<file path="src/rtl/spider_ctrl.sv">
// rtl/spider_ctrl.sv - four-slot spider enemy controller
// Per-slot ALIVE/DYING/WAIT FSM with movement, hit-driven kill accounting and respawn.
module spider_ctrl #(
   parameter int SCREEN_W       = 640,
   parameter int SCREEN_H       = 480,
   parameter int SPIDER_W       = 16,
   parameter int STEP           = 2,
   parameter int DROP           = 16,
   parameter int Y_TOP          = 40,
   parameter int DIE_FRAMES     = 8,
   parameter int RESPAWN_FRAMES = 120
) (
   input  logic        clk,
   input  logic        rst_n,
   input  logic        frame_tick,
   input  logic [3:0]  enemy_hit_flat,
   output logic [39:0] spider_x_flat,
   output logic [39:0] spider_y_flat,
   output logic [3:0]  spider_alive_flat,
   output logic [3:0]  spider_dying_flat,
   output logic        kill_pulse,
   output logic [7:0]  kill_count
);

   typedef enum logic [1:0] {S_ALIVE, S_DYING, S_WAIT} state_t;

   localparam logic [10:0] XMAX   = 11'(SCREEN_W - SPIDER_W);
   localparam logic [10:0] YMAX   = 11'(SCREEN_H - SPIDER_W);
   localparam logic [10:0] STEP_W = 11'(STEP);
   localparam logic [10:0] DROP_W = 11'(DROP);
   localparam logic [9:0]  YTOP_W = 10'(Y_TOP);
   localparam logic [7:0]  DIE_W  = 8'(DIE_FRAMES);
   localparam logic [7:0]  RESP_W = 8'(RESPAWN_FRAMES);

   state_t      state_q [4];
   state_t      state_d [4];
   logic [9:0]  x_q [4];
   logic [9:0]  x_d [4];
   logic [9:0]  y_q [4];
   logic [9:0]  y_d [4];
   logic        dir_q [4];   // 1 = moving right
   logic        dir_d [4];
   logic [7:0]  cnt_q [4];
   logic [7:0]  cnt_d [4];
   logic        kill_pulse_q, kill_pulse_d;
   logic [7:0]  kill_count_q, kill_count_d;
   logic [2:0]  n_hits;
   logic [8:0]  kill_sum;

   function automatic logic [9:0] home_x(input int i);
      return 10'(32 + i * 128);
   endfunction

   function automatic logic [9:0] drop_y(input logic [9:0] y);
      logic [10:0] ny;
      ny = {1'b0, y} + DROP_W;
      return (ny > YMAX) ? YTOP_W : ny[9:0];
   endfunction

   always_comb begin
      n_hits = 3'd0;
      for (int i = 0; i < 4; i++) begin
         state_d[i] = state_q[i];
         x_d[i]     = x_q[i];
         y_d[i]     = y_q[i];
         dir_d[i]   = dir_q[i];
         cnt_d[i]   = cnt_q[i];
         case (state_q[i])
            S_ALIVE: begin
               if (enemy_hit_flat[i]) begin
                  state_d[i] = S_DYING;
                  cnt_d[i]   = 8'd0;
                  n_hits     = n_hits + 3'd1;
               end else if (frame_tick) begin
                  if (dir_q[i]) begin
                     if (({1'b0, x_q[i]} + STEP_W) > XMAX) begin
                        x_d[i]   = XMAX[9:0];
                        dir_d[i] = 1'b0;
                        y_d[i]   = drop_y(y_q[i]);
                     end else begin
                        x_d[i] = x_q[i] + STEP_W[9:0];
                     end
                  end else begin
                     if ({1'b0, x_q[i]} < STEP_W) begin
                        x_d[i]   = 10'd0;
                        dir_d[i] = 1'b1;
                        y_d[i]   = drop_y(y_q[i]);
                     end else begin
                        x_d[i] = x_q[i] - STEP_W[9:0];
                     end
                  end
               end
            end
            S_DYING: begin
               if (frame_tick) begin
                  cnt_d[i] = cnt_q[i] + 8'd1;
                  if (cnt_q[i] + 8'd1 == DIE_W) begin
                     state_d[i] = S_WAIT;
                     cnt_d[i]   = 8'd0;
                  end
               end
            end
            default: begin
               if (frame_tick) begin
                  cnt_d[i] = cnt_q[i] + 8'd1;
                  if (cnt_q[i] + 8'd1 == RESP_W) begin
                     state_d[i] = S_ALIVE;
                     cnt_d[i]   = 8'd0;
                     x_d[i]     = home_x(i);
                     y_d[i]     = YTOP_W;
                     dir_d[i]   = (i % 2 == 0);
                  end
               end
            end
         endcase
      end
      kill_pulse_d = (n_hits != 3'd0);
      kill_sum     = {1'b0, kill_count_q} + {6'd0, n_hits};
      kill_count_d = kill_sum[8] ? 8'hFF : kill_sum[7:0];
   end

   always_ff @(posedge clk or negedge rst_n) begin
      if (!rst_n) begin
         for (int i = 0; i < 4; i++) begin
            state_q[i] <= S_ALIVE;
            x_q[i]     <= home_x(i);
            y_q[i]     <= YTOP_W;
            dir_q[i]   <= (i % 2 == 0);
            cnt_q[i]   <= 8'd0;
         end
         kill_pulse_q <= 1'b0;
         kill_count_q <= 8'd0;
      end else begin
         for (int i = 0; i < 4; i++) begin
            state_q[i] <= state_d[i];
            x_q[i]     <= x_d[i];
            y_q[i]     <= y_d[i];
            dir_q[i]   <= dir_d[i];
            cnt_q[i]   <= cnt_d[i];
         end
         kill_pulse_q <= kill_pulse_d;
         kill_count_q <= kill_count_d;
      end
   end

   always_comb begin
      spider_x_flat     = '0;
      spider_y_flat     = '0;
      spider_alive_flat = '0;
      spider_dying_flat = '0;
      for (int i = 0; i < 4; i++) begin
         spider_x_flat[i*10 +: 10] = x_q[i];
         spider_y_flat[i*10 +: 10] = y_q[i];
         spider_alive_flat[i]      = (state_q[i] == S_ALIVE);
         spider_dying_flat[i]      = (state_q[i] == S_DYING);
      end
   end

   assign kill_pulse = kill_pulse_q;
   assign kill_count = kill_count_q;

endmodule

</file>
<file path="config.mk">
export PLATFORM = sky130hd
export DESIGN_NAME = spider_ctrl
export DESIGN_NICKNAME = d
export VERILOG_FILES = /design/src/rtl/spider_ctrl.sv
export SDC_FILE = /design/constraint.sdc
export NUM_CORES = 1
export LEC_CHECK = 0
export CAP_MARGIN = 30
export CORE_ASPECT_RATIO = 1.4
export CORE_MARGIN = 2
export CORE_UTILIZATION = 45
export CTS_BUF_LIST = sky130_fd_sc_hd__clkbuf_8 sky130_fd_sc_hd__clkbuf_16
export CTS_CLUSTER_DIAMETER = 40
export DETAILED_ROUTE_END_ITERATION = 16
export DONT_BUFFER_PORTS = 1
export PLACE_DENSITY = 0.65
export SYNTH_ARGS = -nofsm -noshare
export SYNTH_HDL_FRONTEND = slang
export SYNTH_SLANG_ARGS = --single-unit
</file>
<file path="constraint.sdc">
create_clock -name clk -period 4.3 [get_ports clk]
set_input_delay 1.29 -clock clk [delete_from_list [all_inputs] [get_ports clk]]
set_output_delay 1.29 -clock clk [all_outputs]
set_load 0.01 [all_outputs]
</file>
==> results of run 1 <==
==> power breakdown <==
part	switching (mW)	internal, mW	total [mW]
sequential	0.935	1.51	2.45
combinational	1.39	1.07	2.46
clock	0.559	0.734	1.29
total	2.88	3.31	6.19
==> synthesized netlist by cell type (8+ instances only) <==
cell      count
and3_1       19
a31oi_1      17
nor3_1       33
nor3b_1       8
nand2_1     118
nand3_1      54
a211oi_1     10
nor2b_1      19
dfstp_2      18
nand2b_1     14
o22ai_1       8
clkbuf_1     31
nor2_1       80
nand4_1      11
a22o_1       23
o31ai_1      14
xnor2_1      16
nor4_1       10
buf_2        21
a21o_1       21
o21ai_0      82
ha_1         26
or2_2         8
nand3b_1     11
xor2_1       13
inv_1        44
a21oi_1      50
and2_1       20
buf_4        24
dfrtp_1      99
==> per-layer routing <==
metal / part of all wire, % / up-vias / track usage (%)
li1: - / 4027 / -
met1: 42 / 3951 / 24.5
met2: 51 / 224 / 36.5
met3: 4.9 / 41 / 4.57
met4: 2.0 / 0 / 7.92
met5: 0 / - / 0
==> kinds of logic after synthesis <==
| logic type | synth area share [%] |
|---|---|
| xor gates and xnor gates | 2.75 |
| muxes | 1.65 |
| DFF | 31.9 |
| and+or+nand+nor | 26.3 |
| buffers and inverters | 7.13 |
| other | 0.0405 |
| AOI/OAI and AO/OA | 26.5 |
| adders and majority gates | 3.73 |
==> registers in the layout (all words and copies together) (netlist names) <==
register / cells
kill_pulse: 1
kill_count: 8
cnt_q: 32
spider_y_flat: 28
state_q: 8
dir_q: 4
spider_x_flat: 36
==> worst min-delay path by stage <==
stage                   start   endpoint  slack (ps)
floorplan           cnt_q[15]  cnt_q[15]         440
global placement    cnt_q[15]  cnt_q[15]         460
global route        cnt_q[15]  cnt_q[15]         490
finish              cnt_q[15]  cnt_q[15]         470
detailed placement  cnt_q[15]  cnt_q[15]         470
CTS                 cnt_q[15]  cnt_q[15]         470
==> worst max-delay path, delay by kind of cell, from the launching register on <==
family / cells / cell delay [ps]
fa+ha+maj: 3 / 830
simple gates: 4 / 580
buf+inv: 4 / 480
flops: 1 / 460
mux: 2 / 460
compound gates: 2 / 430
xor+xnor: 2 / 300
==> metrics by stage <==
stage / instances / power, mW / area (um^2) / hold WS [ps] / util, %
2_1_floorplan: 1135 / 4.39 / 9310 / 439 / -
3_3_place_gp: 1312 / 4.86 / 9180 / 460 / 45.2
3_5_place_dp: 1312 / 4.90 / 9180 / 470 / 45.2
4_1_cts: 1344 / 6.23 / 9720 / 475 / 47.8
5_1_grt: 1344 / 6.71 / 9720 / 488 / 47.8
6_report: 1344 / 6.19 / 9720 / 474 / 47.8
==> area by class of cell <==
| type | count | area share (%) |
|---|---|---|
| Tap cell | 256 | 3.30 |
| Multi-Input combinational cell | 887 | 58.6 |
| Clock buffer | 17 | 4.38 |
| Clock inverter | 15 | 1.13 |
| Inverter | 46 | 1.78 |
| Timing Repair Buffer | 6 | 0.463 |
| Sequential cell | 117 | 30.4 |
==> flow_summary_export.csv, run 1 <==
group,metric,value,unit
finish,multi_input_area,5700,um^2
floorplan,ios,104,
clock_network,clk_latency,430,ps
grt,antenna_found_initial,0,
worst_setup_path,cp.required,4610,ps
clock_network,cts_buffer_depth,2,
worst_setup_path,r2r_end,"kill_count[5]",
grt,first_global_vias,7956,
clock_network,hold_buffers,0,
worst_setup_path,cp-start-kind,"register",
timing,drv_slew,0,
worst_setup_path,path_cells,"or2_1 > inv_1 > nand2_1 > xnor2_1 > buf_4 > inv_1 > ha_1 > mux2_2 > ha_1 > mux2i_1 > inv_1 > ha_1 > a21o_1 > a21oi_1 > nor2_1 > xnor2_1 > nand2_1",
finish,diodes,0,
timing,rsz0062_at_grt,"false",
finish,fill_cells,1984,
finish,nNetsFinal,1109,
floorplan,die_x,125,um
synth,synth_edf_count,0,
drt,first_pass_iters,4,
timing,fin_worst_skew,11.2,ps
synth,synth_flop_cell,"dfrtp_1",
floorplan,die_h,174,um
synth,synthTopCellsByArea,"dfrtp_1 (27%), dfstp_2 (5.1%), nand2_1 (4.8%), o21ai_0 (4.4%), ha_1 (3.5%)",
placed_design,gp_congestion,0.877,
worst_setup_path,critPathMaxFanout,8,
synth,yosysSeqAreaShare,31.9,%
clock_network,root_buffer,"clkbuf_16",
synth,synth_cell_types,104,
finish,ff_latch_area,2950,um^2
floorplan,rows,62,
synth,synth_seq_cells,117,
timing,setup_slack,632,ps
run_status,status,"finished, final reports clean",
clock_network,htree_num_levels,4,
worst_setup_path,crit_start,"state_q[5]",
timing,setup_violations,0,
worst_setup_path,end_kind,"register",
timing,slew_headroom,37.3,%
synth,synth_top_cell_area_share,26.8,%
drt,ant_nets,0,
worst_setup_path,path_class,"reg -> reg",
synth,avgSynthCellArea,8.26,um^2
grt,grt_max_degree,118,
finish,layout-drive-gt1-share,10.3,%
placed_design,pre_cts_ws,302,ps
floorplan,core_area,20300,um^2
drt,wl_per_cell,16.6,um
timing,fmax,273,MHz
finish,final_common_cell,"nand2_1",
floorplan,initial_utilization,45.5,%
worst_setup_path,reg2regPathDepth,17,
synth,ys_warn_count,0,
grt,grt_usage,20.7,%
grt,overflow,0,
clock_network,cts_setup_buffers,0,
grt,grt_pass1_wl,38.2,mm
synth,synth_area,9250,um^2
clock_network,cts.sinks,117,
power_and_ir_drop,total_leakage_power,3.92,nW
timing,worst_pin_slew,929,ps
drt,viasPerCell,6.13,
worst_setup_path,arrival,3980,ps
drt,drc,0,
timing,tns,0,ps
placed_design,hpwl,15.5,mm
timing,hold_viol,0,
clock_network,path_clk_slew,60,ps
power_and_ir_drop,vdd_ir_drop_max,0.298,mV
worst_setup_path,cpPeakStageDelay,460,ps
finish,final_cell_mix,"nand2_1 (118), dfrtp_1 (99), o21ai_0 (82), nor2_1 (80), nand3_1 (54)",
run,maxCapViolCount,0,
finish,area_delta_synth_final,5.09,%
drt,wl,22.3,mm
hold_path,min_path_cells,1,
worst_setup_path,timing.rr.start,"state_q[5]",
drt,num_vias,8243,
clock_network,cts_tree,"built",
worst_setup_path,regToRegSetupSlack,630,ps
worst_setup_path,crit_end,"kill_count[5]",
worst_setup_path,critical_path.slowest_cell,"dfrtp_1",
timing,min_period,3670,ps
synth,synth_top_area_cell,"dfrtp_1",
drt,drt_iter0_drc,504,
clock_network,cts_made_buffers,17,
floorplan,dieArea,21700,um^2
clock_network,cts_resized,0,
synth,syn_inst,1120,
placed_design,portBuffers,0,
synth,async_flop_share,100,%
power_and_ir_drop,power.density,637,nW/um^2
hold_path,min_path_type,"reg -> reg",
timing,period_share,85.3,%
(Power assumes the default switching activity.)
==> run 2, diff against run 1 <==
GPL_TIMING_DRIVEN = 0   (was unset)
==> flow_summary_export.csv, run 2 (same netlist as run 1, synthesis figures left out) <==
group,metric,value,unit
finish,nNetsFinal,1188,
placed_design,dp.cells,1391,
power_and_ir_drop,power.internal,3.81,mW
power_and_ir_drop,power_frac_comb,44.3,%
worst_setup_path,crit_cells,18,
floorplan,dieArea,21700,um^2
placed_design,hpwl,16.7,mm
worst_setup_path,regToRegSetupSlack,350,ps
placed_design,gp_congestion,0.941,
clock_network,cts.sinks,117,
drt,drt_iter0_drc,540,
timing,tns,0,ps
worst_setup_path,cpPeakStageDelay,440,ps
floorplan,die_x,125,um
worst_setup_path,r2r_end,"kill_count[5]",
clock_network,path_clk_slew,60,ps
drt,first_pass_iters,5,
power_and_ir_drop,total_leakage_power,4.28,nW
placed_design,portBuffers,0,
clock_network,cts_made_buffers,17,
grt,grt_pass1_wl,41.1,mm
floorplan,rows,62,
timing,rsz0062_at_grt,"false",
worst_setup_path,end_kind,"register",
worst_setup_path,critical_path.slowest_cell,"dfrtp_1",
drt,wl_per_cell,17.0,um
finish,layout-drive-gt1-share,13.7,%
grt,antenna_found_initial,0,
clock_network,cts_buffer_depth,2,
hold_path,hold_path_end,"cnt_q[15]",
power_and_ir_drop,pwr-share-seq,31.8,%
clock_network,htree_num_levels,4,
floorplan,ios,104,
finish,final_cell_mix,"nand2_1 (118), dfrtp_1 (99), o21ai_0 (82), nor2_1 (80), nand3_1 (54)",
worst_setup_path,timing.rr.start,"state_q[7]",
grt,grt_max_degree,118,
floorplan,die_h,174,um
timing,hold_viol,0,
finish,diodes,0,
timing,drv_slew,0,
grt,grt_usage,22.4,%
worst_setup_path,crit_buf_inv,5,
worst_setup_path,path_cells,"or2_2 > buf_2 > inv_1 > clkbuf_4 > nand2_1 > xnor2_2 > inv_1 > ha_1 > mux2_2 > ha_1 > mux2i_2 > inv_1 > ha_1 > a21o_1 > a21oi_2 > nor2_1 > xnor2_1 > nand2_1",
hold_path,min_path_cells,1,
power_and_ir_drop,power.density,655,nW/um^2
clock_network,cts_tree,"built",
finish,area_delta_synth_final,11.5,%
grt,first_global_vias,8351,
drt,drc,0,
timing,fin_worst_skew,7.80,ps
power_and_ir_drop,vdd_ir_drop_max,0.294,mV
grt,overflow,0,
drt,num_vias,8679,
worst_setup_path,critical-path-top-delay-family,"adder cells",
timing,slew_headroom,33.7,%
power_and_ir_drop,clkPwrFrac,23.9,%
drt,viasPerCell,6.10,
drt,ant_nets,0,
worst_setup_path,reg2regPathDepth,18,
worst_setup_path,cp-start-kind,"register",
timing,period_share,91.9,%
power_and_ir_drop,p_sw,2.95,mW
finish,fin_cells,1423,
timing,fmax,253,MHz
run,maxCapViolCount,0,
clock_network,root_buffer,"clkbuf_16",
clock_network,clk_latency,420,ps
timing,min_period,3950,ps
timing,worst_pin_slew,983,ps
clock_network,cts_setup_buffers,0,
timing,setup_violations,0,
worst_setup_path,arrival,4250,ps
worst_setup_path,cp.required,4600,ps
floorplan,initial_utilization,45.5,%
drt,wl,24.2,mm
worst_setup_path,critPathMaxFanout,10,
finish,final_core_util,50.7,%
floorplan,core_area,20300,um^2
run_status,status,"finished, final reports clean",
hold_path,min_path_type,"reg -> reg",
finish,final_common_cell,"nand2_1",
hold_path,hold_start,"cnt_q[15]",
worst_setup_path,path_class,"reg -> reg",
finish,largest_reg_flops,36,
power_and_ir_drop,power_switching_share,43.6,%
## run 2: cell types whose count changed in the layout (fill, tap and decap cells not counted), moves of 5 or more
cell       previous run  this run
buf_2                 0        20
buf_4                 6        24
buf_6                 0         6
bufinv_16             0         5
clkbuf_1              0        31
clkinv_4              5         0
## run 2: layout make-up
cell class                      count  area (um^2)
Fill cell                        1979        10000
Multi-Input combinational cell    887         5720
Sequential cell                   117         2950
Buffer                             85          489
Clock buffer                       21          480
Tap cell                          256          320
Clock inverter                     11          180
Inverter                           46          173
## run 2: metrics by stage
| stage | hold WS, ps | power (mW) | area [um^2] | setup slack, ps |
|---|---|---|---|---|
| after floorplan | 439 | 4.39 | 9310 | 487 |
| after global placement | 456 | 5.04 | 9630 | 78.9 |
| after detailed placement | 479 | 5.10 | 9630 | 8.57 |
| after CTS | 487 | 6.75 | 10300 | 58.6 |
| after global routing | 500 | 7.27 | 10300 | 62.4 |
| final | 486 | 6.76 | 10300 | 348 |
## run 2: power by group through the flow
stage	combinational (mW)	clock [mW]	sequential (mW)
after floorplan	2.39	0	2.00
after global placement	2.89	0	2.15
after detailed placement	2.94	0	2.16
after CTS	2.96	1.65	2.14
after global routing	3.37	1.69	2.21
final	2.99	1.62	2.15
## run 2: worst max-delay path by stage
stage	startpoint	to	slack (ps)
floorplan	enemy_hit_flat[1]	kill_count[5]	490
global placement	enemy_hit_flat[1]	kill_count[5]	80
detailed placement	enemy_hit_flat[1]	kill_count[5]	9
CTS	state_q[7]	kill_count[5]	60
global route	state_q[7]	kill_count[5]	60
finish	state_q[7]	kill_count[5]	350
## run 2: what timing repair did
| item | CTS | global route |
|---|---|---|
| hold buffers | 0 | 0 |
| endpoints found under the setup margin | 0 | 7 |
| resized for setup | 0 | 6 |
## run 2: routing by layer
layer	vias up	track usage (%)	wire, um
met5	-	0	0
met4	0	8.80	679
met3	65	4.63	1310
met2	281	39.0	12100
met1	4151	27.1	10100
li1	4182	-	-
==> run 3, diff against run 2 <==
CORE_MARGIN = 3   (was 2)
CTS_BUF_LIST = unset   (was sky130_fd_sc_hd__clkbuf_8 sky130_fd_sc_hd__clkbuf_16)
REMOVE_ABC_BUFFERS = 1   (was unset)
==> flow_summary_export.csv, run 3 (same netlist as run 1, synthesis figures left out) <==
group,metric,value,unit
timing,drv_slew,0,
worst_setup_path,regToRegSetupSlack,380,ps
worst_setup_path,cpMostUsedCell,"ha_1",
drt,ant_nets,0,
grt,grt_max_degree,118,
worst_setup_path,cp-start-kind,"register",
worst_setup_path,path_class,"reg -> reg",
placed_design,portBuffers,0,
worst_setup_path,cpPeakStageDelay,440,ps
grt,grt_usage,19.9,%
placed_design,hpwl,15.7,mm
timing,setup_violations,0,
clock_network,htree_num_levels,4,
floorplan,dieArea,22300,um^2
worst_setup_path,crit_buf_inv,3,
finish,largest_reg_flops,36,
clock_network,cts_tree,"built",
grt,overflow,0,
clock_network,cts_buffer_depth,2,
clock_network,root_buffer,"clkbuf_16",
timing,min_period,3920,ps
timing,hold_viol,0,
hold_path,min_path_type,"reg -> reg",
clock_network,clk_latency,410,ps
timing,worst_pin_slew,1000,ps
finish,final_cell_mix,"nand2_1 (117), dfrtp_1 (99), o21ai_0 (81), nor2_1 (80), nand3_1 (54)",
clock_network,cts.sinks,117,
worst_setup_path,timing.rr.start,"state_q[7]",
clock_network,cts_setup_buffers,0,
finish,area_delta_synth_final,5.76,%
run,maxCapViolCount,0,
timing,hold_ws,478,ps
timing,fin_worst_skew,6.90,ps
worst_setup_path,critical-path-top-delay-family,"adder cells",
drt,wl_per_cell,16.6,um
clock_network,path_clk_slew,60,ps
timing,period_share,91.2,%
power_and_ir_drop,vdd_ir_drop_max,0.249,mV
drt,wl,22.2,mm
run_status,status,"finished, final reports clean",
floorplan,die_h,176,um
worst_setup_path,reg2regPathDepth,16,
floorplan,die_x,127,um
floorplan,rows,61,
grt,antenna_found_initial,0,
grt,first_global_vias,7866,
clock_network,cts_made_buffers,17,
drt,viasPerCell,6.15,
hold_path,min_path_cells,1,
clock_network,cts_resized,0,
power_and_ir_drop,total_leakage_power,3.95,nW
worst_setup_path,end_kind,"register",
placed_design,gp_congestion,0.868,
drt,first_pass_iters,5,
finish,final_common_cell,"nand2_1",
worst_setup_path,cp.required,4590,ps
hold_path,hold_start,"cnt_q[15]",
timing,rsz0062_at_grt,"false",
timing,tns,0,ps
clock_network,hold_buffers,0,
power_and_ir_drop,power.density,652,nW/um^2
finish,diodes,0,
worst_setup_path,r2r_end,"kill_count[5]",
hold_path,hold_path_end,"cnt_q[15]",
grt,grt_pass1_wl,37.8,mm
finish,nNetsFinal,1104,
drt,num_vias,8211,
timing,slew_headroom,32.3,%
floorplan,core_area,20000,um^2
timing,fmax,255,MHz
drt,drt_iter0_drc,439,
floorplan,ios,104,
worst_setup_path,arrival,4210,ps
worst_setup_path,critPathMaxFanout,11,
finish,layout-drive-gt1-share,10.3,%
worst_setup_path,critical_path.slowest_cell,"dfrtp_1",
worst_setup_path,path_cells,"or2_2 > clkinvlp_4 > nand2_1 > xnor2_2 > inv_1 > ha_1 > mux2_2 > ha_1 > mux2i_2 > inv_1 > ha_1 > a21o_1 > a21oi_1 > nor2_1 > xnor2_1 > nand2_1",
drt,drc,0,
floorplan,initial_utilization,46.3,%
==> run 3: worst register-to-register path, stage by stage (launching register included) <==
cell and delay [ps]:
dfrtp_1 440, or2_2 380, clkinvlp_4 250, nand2_1 230
xnor2_2 250, inv_1 60, ha_1 270, mux2_2 290
ha_1 320, mux2i_2 230, inv_1 80, ha_1 270
a21o_1 180, a21oi_1 270, nor2_1 90, xnor2_1 130
nand2_1 60
==> run 3: how the worst max path moves through the flow <==
| stage | to | start | cells past startpoint |
|---|---|---|---|
| after floorplan | kill_count[5] | enemy_hit_flat[1] | 14 |
| after global placement | kill_count[5] | enemy_hit_flat[1] | 14 |
| after detailed placement | kill_count[5] | enemy_hit_flat[1] | 14 |
| after CTS | kill_count[7] | state_q[5] | 15 |
| after global routing | kill_count[7] | state_q[7] | 16 |
| final | kill_count[5] | state_q[7] | 16 |
==> run 3: report_power, final <==
part	internal [mW]	switching, mW	total (mW)	leakage [nW]
Combinational	1.05	1.39	2.44	2.19
Sequential	1.51	0.919	2.43	1.46
Clock	0.983	0.519	1.50	0.299
==> run 3: cell type report <==
cell class | instances | area, um^2
Clock buffer | 19 | 443
Clock inverter | 13 | 180
Fill cell | 1963 | 10200
Inverter | 46 | 176
Multi-Input combinational cell | 887 | 5710
Sequential cell | 117 | 2950
Tap cell | 252 | 315
Timing Repair Buffer | 1 | 7.51
==> run 3: per-stage QoR <==
stage,power (mW),utilization (%),instances,worst slack [ps],instance area [um^2]
after floorplan,4.18,-,1050,484,8820
after global placement,4.81,45.7,1302,124,9130
after detailed placement,4.87,45.7,1303,31.6,9140
after CTS,6.41,48.8,1335,29.9,9760
after global routing,6.92,48.9,1335,40.7,9780
final,6.37,48.9,1335,380,9780
==> run 3: metal layers <==
layer | GRT usage [%] | vias up | routed length, um
li1 | - | 4000 | -
met1 | 24.5 | 3995 | 9450
met2 | 34.9 | 184 | 11400
met3 | 3.99 | 32 | 903
met4 | 6.57 | 0 | 384
met5 | 0 | - | 0
